==> src/rtl/uart_pkg.sv <==
// Shared constants and types for the UART transmit path.
package uart_pkg;

    localparam int unsigned BYTE_W       = 8;
    localparam int unsigned BUSY_TMO_DEF = 4;

    typedef logic [BYTE_W-1:0] byte_t;

    typedef enum logic [1:0] {
        ST_IDLE    = 2'd0,
        ST_ISSUE   = 2'd1,
        ST_WAIT_HI = 2'd2,
        ST_WAIT_LO = 2'd3
    } tx_state_e;

endpackage

==> src/rtl/uart_sync_fifo.sv <==
// Single-clock byte FIFO with registered count/full/empty and a
// combinational head-of-queue read port.
module uart_sync_fifo
    import uart_pkg::*;
#(
    parameter int unsigned DEPTH = 16,
    parameter int unsigned AW    = 4
) (
    input  logic          clk,
    input  logic          reset,
    input  logic          push,
    input  logic          pop,
    input  byte_t         din,
    output byte_t         dout,
    output logic [AW:0]   count,
    output logic          full,
    output logic          empty
);

    localparam int unsigned CW = AW + 1;

    byte_t           mem [DEPTH];
    logic [AW-1:0]   wr_ptr;
    logic [AW-1:0]   rd_ptr;
    logic            push_ok;
    logic            pop_ok;
    logic [CW-1:0]   count_nxt;

    // A full FIFO refuses pushes even when a pop happens in the same cycle.
    assign push_ok = push && !full;
    assign pop_ok  = pop && !empty;
    assign dout    = mem[rd_ptr];

    // Occupancy after this edge.
    always_comb begin
        count_nxt = count;
        case ({push_ok, pop_ok})
            2'b10:   count_nxt = count + CW'(1);
            2'b01:   count_nxt = count - CW'(1);
            default: count_nxt = count;
        endcase
    end

    // Storage array; contents are don't-care until written.
    always_ff @(posedge clk) begin
        if (push_ok) begin
            mem[wr_ptr] <= din;
        end
    end

    // Pointers and registered status flags.
    always_ff @(posedge clk or posedge reset) begin
        if (reset) begin
            wr_ptr <= '0;
            rd_ptr <= '0;
            count  <= '0;
            full   <= 1'b0;
            empty  <= 1'b1;
        end else begin
            if (push_ok) begin
                wr_ptr <= wr_ptr + AW'(1);
            end
            if (pop_ok) begin
                rd_ptr <= rd_ptr + AW'(1);
            end
            count <= count_nxt;
            full  <= (count_nxt == CW'(DEPTH));
            empty <= (count_nxt == '0);
        end
    end

endmodule

==> src/rtl/uart_tx_feeder.sv <==
// Byte queue plus Tx_WR/Tx_BUSY handshake engine feeding uart_transmitter.
module uart_tx_feeder
    import uart_pkg::*;
#(
    parameter int unsigned DEPTH    = 16,
    parameter int unsigned AW       = 4,
    parameter int unsigned BUSY_TMO = BUSY_TMO_DEF
) (
    input  logic          clk,
    input  logic          reset,
    input  logic          enable,
    input  logic          wr_en,
    input  byte_t         wr_data,
    input  logic          clr_err,
    output logic          full,
    output logic          empty,
    output logic [AW:0]   count,
    output logic          ovf,
    output logic          tmo,
    output byte_t         Tx_DATA,
    output logic          Tx_WR,
    output logic          Tx_EN,
    input  logic          Tx_BUSY
);

    localparam int unsigned TW = (BUSY_TMO > 1) ? $clog2(BUSY_TMO) : 1;

    tx_state_e       state;
    tx_state_e       state_nxt;
    logic [TW-1:0]   tmo_cnt;
    byte_t           fifo_dout;
    logic            issue_c;
    logic            tmo_set_c;
    logic            tmo_inc_c;

    assign Tx_EN = enable;

    uart_sync_fifo #(
        .DEPTH (DEPTH),
        .AW    (AW)
    ) u_fifo (
        .clk   (clk),
        .reset (reset),
        .push  (wr_en),
        .pop   (issue_c),
        .din   (wr_data),
        .dout  (fifo_dout),
        .count (count),
        .full  (full),
        .empty (empty)
    );

    // FSM state register.
    always_ff @(posedge clk or posedge reset) begin
        if (reset) begin
            state <= ST_IDLE;
        end else begin
            state <= state_nxt;
        end
    end

    // Next-state logic; enable only gates the start of a new byte.
    always_comb begin
        state_nxt = state;
        case (state)
            ST_IDLE: begin
                if (enable && !empty && !Tx_BUSY) begin
                    state_nxt = ST_ISSUE;
                end
            end
            ST_ISSUE: begin
                state_nxt = ST_WAIT_HI;
            end
            ST_WAIT_HI: begin
                if (Tx_BUSY) begin
                    state_nxt = ST_WAIT_LO;
                end else if (tmo_cnt == TW'(BUSY_TMO - 1)) begin
                    state_nxt = ST_IDLE;
                end
            end
            ST_WAIT_LO: begin
                if (!Tx_BUSY) begin
                    state_nxt = ST_IDLE;
                end
            end
        endcase
    end

    // Control strobes decoded from the current transition.
    always_comb begin
        issue_c   = 1'b0;
        tmo_set_c = 1'b0;
        tmo_inc_c = 1'b0;
        if (state == ST_IDLE && state_nxt == ST_ISSUE) begin
            issue_c = 1'b1;
        end
        if (state == ST_WAIT_HI && state_nxt == ST_IDLE) begin
            tmo_set_c = 1'b1;
        end
        if (state == ST_WAIT_HI && state_nxt == ST_WAIT_HI) begin
            tmo_inc_c = 1'b1;
        end
    end

    // Cycles spent in WAIT_HI without seeing Tx_BUSY.
    always_ff @(posedge clk or posedge reset) begin
        if (reset) begin
            tmo_cnt <= '0;
        end else if (tmo_inc_c) begin
            tmo_cnt <= tmo_cnt + TW'(1);
        end else begin
            tmo_cnt <= '0;
        end
    end

    // Registered transmitter strobe and data; data holds until the next issue.
    always_ff @(posedge clk or posedge reset) begin
        if (reset) begin
            Tx_WR   <= 1'b0;
            Tx_DATA <= '0;
        end else begin
            Tx_WR <= issue_c;
            if (issue_c) begin
                Tx_DATA <= fifo_dout;
            end
        end
    end

    // Sticky error flags; a set event beats a same-cycle clear.
    always_ff @(posedge clk or posedge reset) begin
        if (reset) begin
            ovf <= 1'b0;
            tmo <= 1'b0;
        end else begin
            if (wr_en && full) begin
                ovf <= 1'b1;
            end else if (clr_err) begin
                ovf <= 1'b0;
            end
            if (tmo_set_c) begin
                tmo <= 1'b1;
            end else if (clr_err) begin
                tmo <= 1'b0;
            end
        end
    end

endmodule

==> config.mk <==
export PLATFORM = sky130hd
export DESIGN_NAME = uart_tx_feeder
export DESIGN_NICKNAME = d
export VERILOG_FILES = /design/src/rtl/uart_pkg.sv /design/src/rtl/uart_sync_fifo.sv /design/src/rtl/uart_tx_feeder.sv
export SDC_FILE = /design/constraint.sdc
export NUM_CORES = 1
export LEC_CHECK = 0
export BUFFER_PORTS_ARGS = -buffer_cell sky130_fd_sc_hd__buf_4
export CORE_AREA = 4 4 117 119
export CTS_CLUSTER_SIZE = 40
export DETAILED_ROUTE_END_ITERATION = 12
export DIE_AREA = 0 0 121 123
export HOLD_SLACK_MARGIN = 0.05
export PLACE_DENSITY = 0.8
export SETUP_SLACK_MARGIN = 0.2
export SLEW_MARGIN = 20
export SYNTH_ARGS = -nofsm -noshare
export SYNTH_HDL_FRONTEND = slang
export SYNTH_HIERARCHICAL = 1
export SYNTH_SLANG_ARGS = --single-unit
==> constraint.sdc <==
create_clock -name clk -period 4.4 [get_ports clk]
set_clock_uncertainty 0.15 [all_clocks]
set_input_delay 0.88 -clock clk [delete_from_list [all_inputs] [get_ports clk]]
set_output_delay 0.88 -clock clk [all_outputs]
set_load 0.1 [all_outputs]
==> results.toml, run 1 <==
[timing]
final-hold-violation-count = 0
totalNegativeSetupSlack_ns = 0
grt_setup_unrepaired = "false"
finalSetupViolCount = 0
worst_slew_pin_slew_ns = 1.04
timing.final.crit_share_pct = 72.3
report.final.slew_viol_count = 0
fmaxAchievable_ghz = 0.314
maxSlewHeadroom_pct = 30.6
timing.final.crit_period_ns = 3.18

[grt]
track_usage_pct = 17.1
grt.met3_usage_pct = 5.31
grt_use_met1_pct = 23.7
globalRoute.busiestLayer = "met2"
grt_overflow = 0
globalRouteMet2Util_pct = 26.5
grt_antenna_before_repair = 0
grt_start_max_net_pins = 36
grt_pass1_vias = 3099
grt_first_pass_wirelength_um = 18200

[clock_tree]
clock_path_buffers = 2
clkSinkCount = 158
post-cts-setup-buffers = 0
post_cts.resized_instances = 0
clock_insertion_delay_worst_skew_ns = 0.42
cts.reportedPaths.clkPinSlew_ns = 0.06
numCtsBuffers = 17
postCtsHoldBufs = 0
root_buffer = "sky130_fd_sc_hd__clkbuf_16"
clock_tree.htree_level_count = 4
cts_tree = "done"

[critical_path]
setup.reg_to_reg.worst_slack_ns = 1.41
worst-r2r-cell-count = 13
crit_start = "Tx_BUSY"
critical_path_peak_fanout = 7
timing.critical_path.arrival_ns = 3.35
start_to_end_type_of_the_worst_setup_path = "in -> reg"
crit_path_start_kind = "input port"
crit-reg2reg-launch = "state[0]$_DFF_PP0_"
cp-end-kind = "register"
worst-endpoint-required_ns = 4.56

[logic_synthesis]
biggest_area_contributors_in_the_synthesized_netlist = "sky130_fd_sc_hd__edfxtp_1 (59%), sky130_fd_sc_hd__mux4_1 (12%), sky130_fd_sc_hd__dfrtp_1 (11%)"
synth_nets = 347
synth.yosys.seq_area_share_pct = 70.9
yosys_register_bits = 158
syn_avg_cell_area_um2 = 19.9
synthesis.instances = 325
top_cell_type_by_total_area_after_synthesis = "sky130_fd_sc_hd__edfxtp_1"
syn_area_um2 = 6480
synth-warning-count = 6
yosys.area.top_type_share_pct = 59.3
synth.lib_cells_used.distinct = 41

[power]
vdd_ir_drop_max_v = 0.000301
cellLeakagePower_uw = 0.00272
power.density_nw_per_um2 = 680

[drt]
vias = 3106
drt_first_pass_iters = 4
routedWlPerCell_um = 20.7
drt_wl_total_um = 11400
drt_iter0_markers = 231
number_of_remaining_drc_errors = 0
drtAntennaViolNets = 0
vias_per_cell = 5.63

[die]
pin_count = 33
floorplan.initialDensity_pct = 51.6
die_height_um = 123
fp-row-count = 41
floorplan.die_area_um2 = 14900
floorplan.die.width_um = 121
core_area_um2 = 12600

[placement]
hpwlAfterDp_um = 7380
post_place_instance_area_um2 = 6890
gp_congestion = 0.748
input_output_buffers = 32

[final_layout]
fin_area_um2 = 7450
drive_gt1_share_pct = 25.3
layout-area-overhead-vs-synth_pct = 15.0
design.final.nets = 389
diodes = 0
post-route-util_pct = 59.3

[outcome]
run_status = "complete, no violations"

[run]
maxCapViolCount = 0

[min_path]
worstHoldPathType = "reg -> reg"
timing.hold.worst_path_depth = 1
timing.hold.worst.start = "tmo_cnt[0]$_DFF_PP0_"
## layout by cell type, fill, tap and decap left out, types with 3 or more instances in the layout
master	count
sky130_fd_sc_hd__ha_1	8
sky130_fd_sc_hd__buf_4	41
sky130_fd_sc_hd__nor3_1	5
sky130_fd_sc_hd__inv_1	9
sky130_fd_sc_hd__clkbuf_16	17
sky130_fd_sc_hd__nand2_1	15
sky130_fd_sc_hd__mux2_4	8
sky130_fd_sc_hd__mux4_2	10
sky130_fd_sc_hd__dfrtp_1	29
sky130_fd_sc_hd__clkinvlp_4	3
sky130_fd_sc_hd__xnor2_1	11
sky130_fd_sc_hd__edfxtp_1	128
sky130_fd_sc_hd__clkinv_4	3
sky130_fd_sc_hd__a21oi_1	4
sky130_fd_sc_hd__nor2_1	20
sky130_fd_sc_hd__mux4_1	30
sky130_fd_sc_hd__inv_6	4
## through the flow
stage / instances / hold WS, ns / power, uW / setup slack, ns
after floorplan: 325 / 0.264 / 3360 / 1.17
after detailed placement: 520 / 0.284 / 3730 / 0.875
final: 552 / 0.285 / 5070 / 1.22
after global placement: 520 / 0.277 / 3670 / 1.08
after CTS: 552 / 0.292 / 5110 / 1.32
after global routing: 552 / 0.313 / 5300 / 1.08
## kinds of logic after synthesis
family / synth area share, %
multiplexers: 17.8
XOR/XNOR: 1.62
AO/OA/AOI/OAI: 2.01
AND/OR/NAND/NOR: 3.73
buffers and inverters: 2.37
flip-flops: 70.9
adder cells (fa/ha/maj): 1.54
## worst paths after layout
kind | to
worst min register to register | tmo_cnt[0]$_DFF_PP0_
worst max-delay path | u_fifo/full$_DFF_PP0_
worst min-delay path | tmo_cnt[0]$_DFF_PP0_
max in group asynchronous | u_fifo/rd_ptr[2]$_DFFE_PP0P_
worst max register to register | u_fifo/full$_DFF_PP0_
min in group asynchronous | ovf$_DFFE_PP0P_
## per-layer routing
layer	vias to the layer above	wire length, um	part of all wire (%)
li1	1398	-	-
met1	1596	4850	42
met2	101	5670	50
met3	11	759	6.6
met4	0	165	1.4
met5	-	0	0
## synth_stat cells
cell type and number:
sky130_fd_sc_hd__edfxtp_1 128, sky130_fd_sc_hd__mux4_1 30, sky130_fd_sc_hd__dfrtp_1 29, sky130_fd_sc_hd__nor2_1 20, sky130_fd_sc_hd__nand2_1 15, sky130_fd_sc_hd__xnor2_1 11, sky130_fd_sc_hd__mux4_2 10, sky130_fd_sc_hd__inv_1 9
sky130_fd_sc_hd__clkbuf_1 8, sky130_fd_sc_hd__ha_1 8, sky130_fd_sc_hd__mux2_4 8, sky130_fd_sc_hd__nor3_1 5, sky130_fd_sc_hd__a21oi_1 4, sky130_fd_sc_hd__buf_6 4, sky130_fd_sc_hd__and3_1 2, sky130_fd_sc_hd__buf_2 2
sky130_fd_sc_hd__nand2b_1 2, sky130_fd_sc_hd__nand4_1 2, sky130_fd_sc_hd__nor3b_1 2, sky130_fd_sc_hd__nor4b_1 2, sky130_fd_sc_hd__o211a_1 2, sky130_fd_sc_hd__o21ai_0 2, sky130_fd_sc_hd__o22ai_1 2, sky130_fd_sc_hd__a211o_1 1
sky130_fd_sc_hd__a21o_1 1, sky130_fd_sc_hd__a221oi_2 1, sky130_fd_sc_hd__a22o_1 1, sky130_fd_sc_hd__a32o_2 1, sky130_fd_sc_hd__a41oi_1 1, sky130_fd_sc_hd__buf_1 1, sky130_fd_sc_hd__buf_4 1, sky130_fd_sc_hd__buf_8 1
sky130_fd_sc_hd__clkbuf_2 1, sky130_fd_sc_hd__dfstp_2 1, sky130_fd_sc_hd__inv_2 1, sky130_fd_sc_hd__mux2_2 1, sky130_fd_sc_hd__mux2i_1 1, sky130_fd_sc_hd__nand2b_2 1, sky130_fd_sc_hd__nor2b_1 1, sky130_fd_sc_hd__o211ai_1 1
sky130_fd_sc_hd__xor2_1 1
## worst max-delay path: stages
cell                       delay [ns]
sky130_fd_sc_hd__buf_4           0.12
sky130_fd_sc_hd__nor2_1          0.16
sky130_fd_sc_hd__and3_1          0.22
sky130_fd_sc_hd__nand2b_2        0.11
sky130_fd_sc_hd__inv_2           0.13
sky130_fd_sc_hd__nand2_1         0.12
sky130_fd_sc_hd__xnor2_1         0.15
sky130_fd_sc_hd__ha_1            0.25
sky130_fd_sc_hd__nor4b_1         0.37
sky130_fd_sc_hd__a41oi_1         0.12
sky130_fd_sc_hd__a221oi_2        0.34
sky130_fd_sc_hd__xnor2_1         0.17
sky130_fd_sc_hd__inv_1           0.08
sky130_fd_sc_hd__o211a_1         0.11
## registers in the layout, summed over array words and instances, names as in the netlist
name,flops
u_fifo/mem,128
Tx_DATA,8
u_fifo/count,5
u_fifo/rd_ptr,4
u_fifo/wr_ptr,4
state,2
tmo_cnt,2
Tx_WR,1
ovf,1
tmo,1
u_fifo/empty,1
u_fifo/full,1
## final cells by class
class | instances | area (um^2)
fillers | 894 | 5120
flip-flops and latches | 158 | 4600
multi-input cells | 139 | 1730
clock buffers | 18 | 429
repair buffers | 41 | 308
well taps | 172 | 215
clock inverters | 14 | 135
inverters | 10 | 37.5
## report_power, final
group	switching, uW	total [uW]	leakage (uW)	internal [uW]
Clock	586	1370	0.000270	788
Combinational	1010	1640	0.000918	630
Sequential	200	2050	0.00153	1850
Total	1800	5070	0.00272	3270
Power figures use the tool's default switching activity.
==> inputs of run 2 (changes only) <==
ABC_AREA = 1   (was default)
CORE_AREA = 4 4 119 121   (was 4 4 117 119)
DIE_AREA = 0 0 123 125   (was 0 0 121 123)
PLACE_DENSITY = 0.82   (was 0.8)
clock period = 2.72 ns   (was 4.4 ns; I/O delays follow)
==> run 2 against run 1 <==
Against the previous run:
- synthesized cell count grew 62%
- combinational power grew 110%
- total power grew 74%
- setup slack lost 0.87 ns
- cell area grew 5.1%
- area after synthesis grew 3.2%
- count of clock-buffer cells in the layout shrank 1
- highest routed layer unchanged
- cell count grew 40%
==> results.toml, run 2 <==
[critical_path]
crit_chain = "nor2_8 -> nand3_4 -> inv_2 -> inv_2 -> nor2_8 -> nand2_4 -> nand2_2 -> nand2_1 -> inv_2 -> ha_2 -> nand2_1 -> o21ai_1 -> or2_4 -> nor2_1 -> nand3_1 -> nor2_1"
timing.critical_path.slowest_stage_cell = "sky130_fd_sc_hd__dfrtp_2"
worst-r2r-cell-count = 16
critical_path.top_delay_family = "simple AND/OR/NAND/NOR gates"
timing.critical_path.arrival_ns = 2.58
start_to_end_type_of_the_worst_setup_path = "reg -> reg"
timing.critical_path.depth = 16
worst_path_largest_cell_delay_ns = 0.47
crit_path_start_kind = "register"
cp-end-kind = "register"
cpMostUsedCell = "sky130_fd_sc_hd__inv_2"
worst-endpoint-required_ns = 2.93
cp_num_buf_inv = 3
critical_path_peak_fanout = 5

[final_layout]
design.final.nets = 608
largest-register = "u_fifo/mem"
layout-area-overhead-vs-synth_pct = 17.0
final_cell_mix = "sky130_fd_sc_hd__edfxtp_1 (128), sky130_fd_sc_hd__buf_4 (62), sky130_fd_sc_hd__inv_1 (60)"
fin_area_um2 = 7830
layout_commonest_cell = "sky130_fd_sc_hd__edfxtp_1"
diodes = 0
top_regs = "u_fifo/mem x128, Tx_DATA x8, u_fifo/count x5"
post_layout_nonfiller_instances = 775
largest_register_ffs = 128
drive_gt1_share_pct = 19.4

[power]
power.density_nw_per_um2 = 1130
cellLeakagePower_uw = 0.00308
vdd_ir_drop_max_v = 0.000556

[logic_synthesis]
netlist_top_cells_count = "sky130_fd_sc_hd__edfxtp_1 (128), sky130_fd_sc_hd__inv_1 (62), sky130_fd_sc_hd__nand2_1 (54)"
synth.lib_cells_used.distinct = 31
synth_edf_count = 128
yosys.area.top_type_share_pct = 57.4
synth_ff_type = "sky130_fd_sc_hd__edfxtp_1"
synthesis.instances = 528
synth_nets = 550
synth-warning-count = 6
top_cell_type_by_total_area_after_synthesis = "sky130_fd_sc_hd__edfxtp_1"
syn_area_um2 = 6690
yosys_register_bits = 158
biggest_area_contributors_in_the_synthesized_netlist = "sky130_fd_sc_hd__edfxtp_1 (57%), sky130_fd_sc_hd__dfrtp_1 (11%), sky130_fd_sc_hd__mux2i_1 (4.8%)"
syn_avg_cell_area_um2 = 12.7
yosysMostFrequentCell = "sky130_fd_sc_hd__edfxtp_1"
synth.yosys.seq_area_share_pct = 68.7
asyncSetResetFlopFracSynth_pct = 19.0

[clock_tree]
root_buffer = "sky130_fd_sc_hd__clkbuf_16"
clkSinkCount = 158
cts_tree = "done"
clock_tree.htree_level_count = 4
cts.reportedPaths.clkPinSlew_ns = 0.06
numCtsBuffers = 17
clock_path_buffers = 2
postCtsHoldBufs = 0
clock_insertion_delay_worst_skew_ns = 0.42

[grt]
track_usage_pct = 19.3
grt_first_pass_wirelength_um = 22600
grt_overflow = 0
grt_antenna_before_repair = 0
grt_start_max_net_pins = 51
grt_pass1_vias = 4384

[die]
floorplan.die_area_um2 = 15400
floorplan.die.width_um = 123
floorplan.initialDensity_pct = 51.1
fp-row-count = 42
pin_count = 33
die_height_um = 125
core_area_um2 = 13100

[timing]
worst_slew_pin_slew_ns = 0.627
totalNegativeSetupSlack_ns = 0
report.final.slew_viol_count = 0
min_hold_slack_ns = 0.0319
final-hold-violation-count = 0
timing.final.crit_share_pct = 87.4
maxSlewHeadroom_pct = 58.1
fmaxAchievable_ghz = 0.421
timing.final.crit_period_ns = 2.38
finalSetupViolCount = 0
grt_setup_unrepaired = "true"

[run]
maxCapViolCount = 0

[placement]
numPlacedInstances = 737
input_output_buffers = 32
gp_congestion = 0.833
hpwlAfterDp_um = 9100
post_place_instance_area_um2 = 7260

[outcome]
run_status = "complete, no violations"

[min_path]
worstHoldPathType = "in -> async"

[drt]
drtAntennaViolNets = 0
vias_per_cell = 5.59
routedWlPerCell_um = 18.2
drt_wl_total_um = 14100
drt_first_pass_iters = 7
drt_iter0_markers = 402
vias = 4332
number_of_remaining_drc_errors = 0
-- run 2: cell type report --
| type | count | area, um^2 |
|---|---|---|
| clock buffers | 17 | 425 |
| clock inverters | 15 | 81.3 |
| fillers | 989 | 5260 |
| inverters | 65 | 244 |
| multi-input cells | 281 | 1770 |
| flip-flops and latches | 158 | 4610 |
| well taps | 176 | 220 |
| repair buffers | 63 | 485 |
-- run 2: cell families after synthesis --
group | count (synthesis) | share of synthesized area [%]
adder cells (fa/ha/maj) | 8 | 1.50
AO/OA/AOI/OAI | 117 | 10.1
buffers and inverters | 89 | 5.33
multiplexers | 32 | 4.79
XOR/XNOR | 7 | 0.916
AND/OR/NAND/NOR | 117 | 8.71
flip-flops | 158 | 68.7
-- run 2: per-stage QoR --
stage,power [uW],worst slack (ns),util (%)
after floorplan,5830,0.177,-
after global placement,6650,0.172,55.5
after detailed placement,6770,0.103,55.5
after CTS,8800,0.207,59.4
after global routing,9300,0.167,59.8
final,8840,0.344,59.8
-- run 2: worst paths after layout --
kind,from,to,slack [ns]
setup / recovery,state[1]$_DFF_PP0_,u_fifo/empty$_DFF_PP1_,0.34
hold / removal,reset,ovf$_DFFE_PP0P_,0.03
setup reg to reg,state[1]$_DFF_PP0_,u_fifo/empty$_DFF_PP1_,0.34
hold reg to reg,tmo_cnt[0]$_DFF_PP0_,tmo_cnt[0]$_DFF_PP0_,0.28
max in group asynchronous,reset,u_fifo/rd_ptr[0]$_DFFE_PP0P_,1.89
min in group clk,clr_err,tmo$_DFFE_PP0P_,0.18
-- run 2: layer usage --
| layer | wire length (um) | vias up | part of all wire, % | global-route usage, % |
|---|---|---|---|---|
| li1 | - | 2003 | - | - |
| met1 | 5510 | 2141 | 39 | 23.7 |
| met2 | 7460 | 152 | 53 | 32.6 |
| met3 | 689 | 36 | 4.9 | 4.70 |
| met4 | 459 | 0 | 3.3 | 8.34 |
| met5 | 0 | - | 0 | 0 |
-- run 2: power by group --
part           leakage (uW)  switching [uW]  total, uW  internal [uW]
registers           0.00152             349       3370           3020
clock network      0.000241             874       2010           1140
logic               0.00132            2430       3460           1030
total               0.00308            3650       8840           5190
-- run 2: what timing repair did --
action	CTS	global route
setup endpoints to repair	2	3
buffers inserted	0	6
pin swaps	0	9
resized for setup	1	5
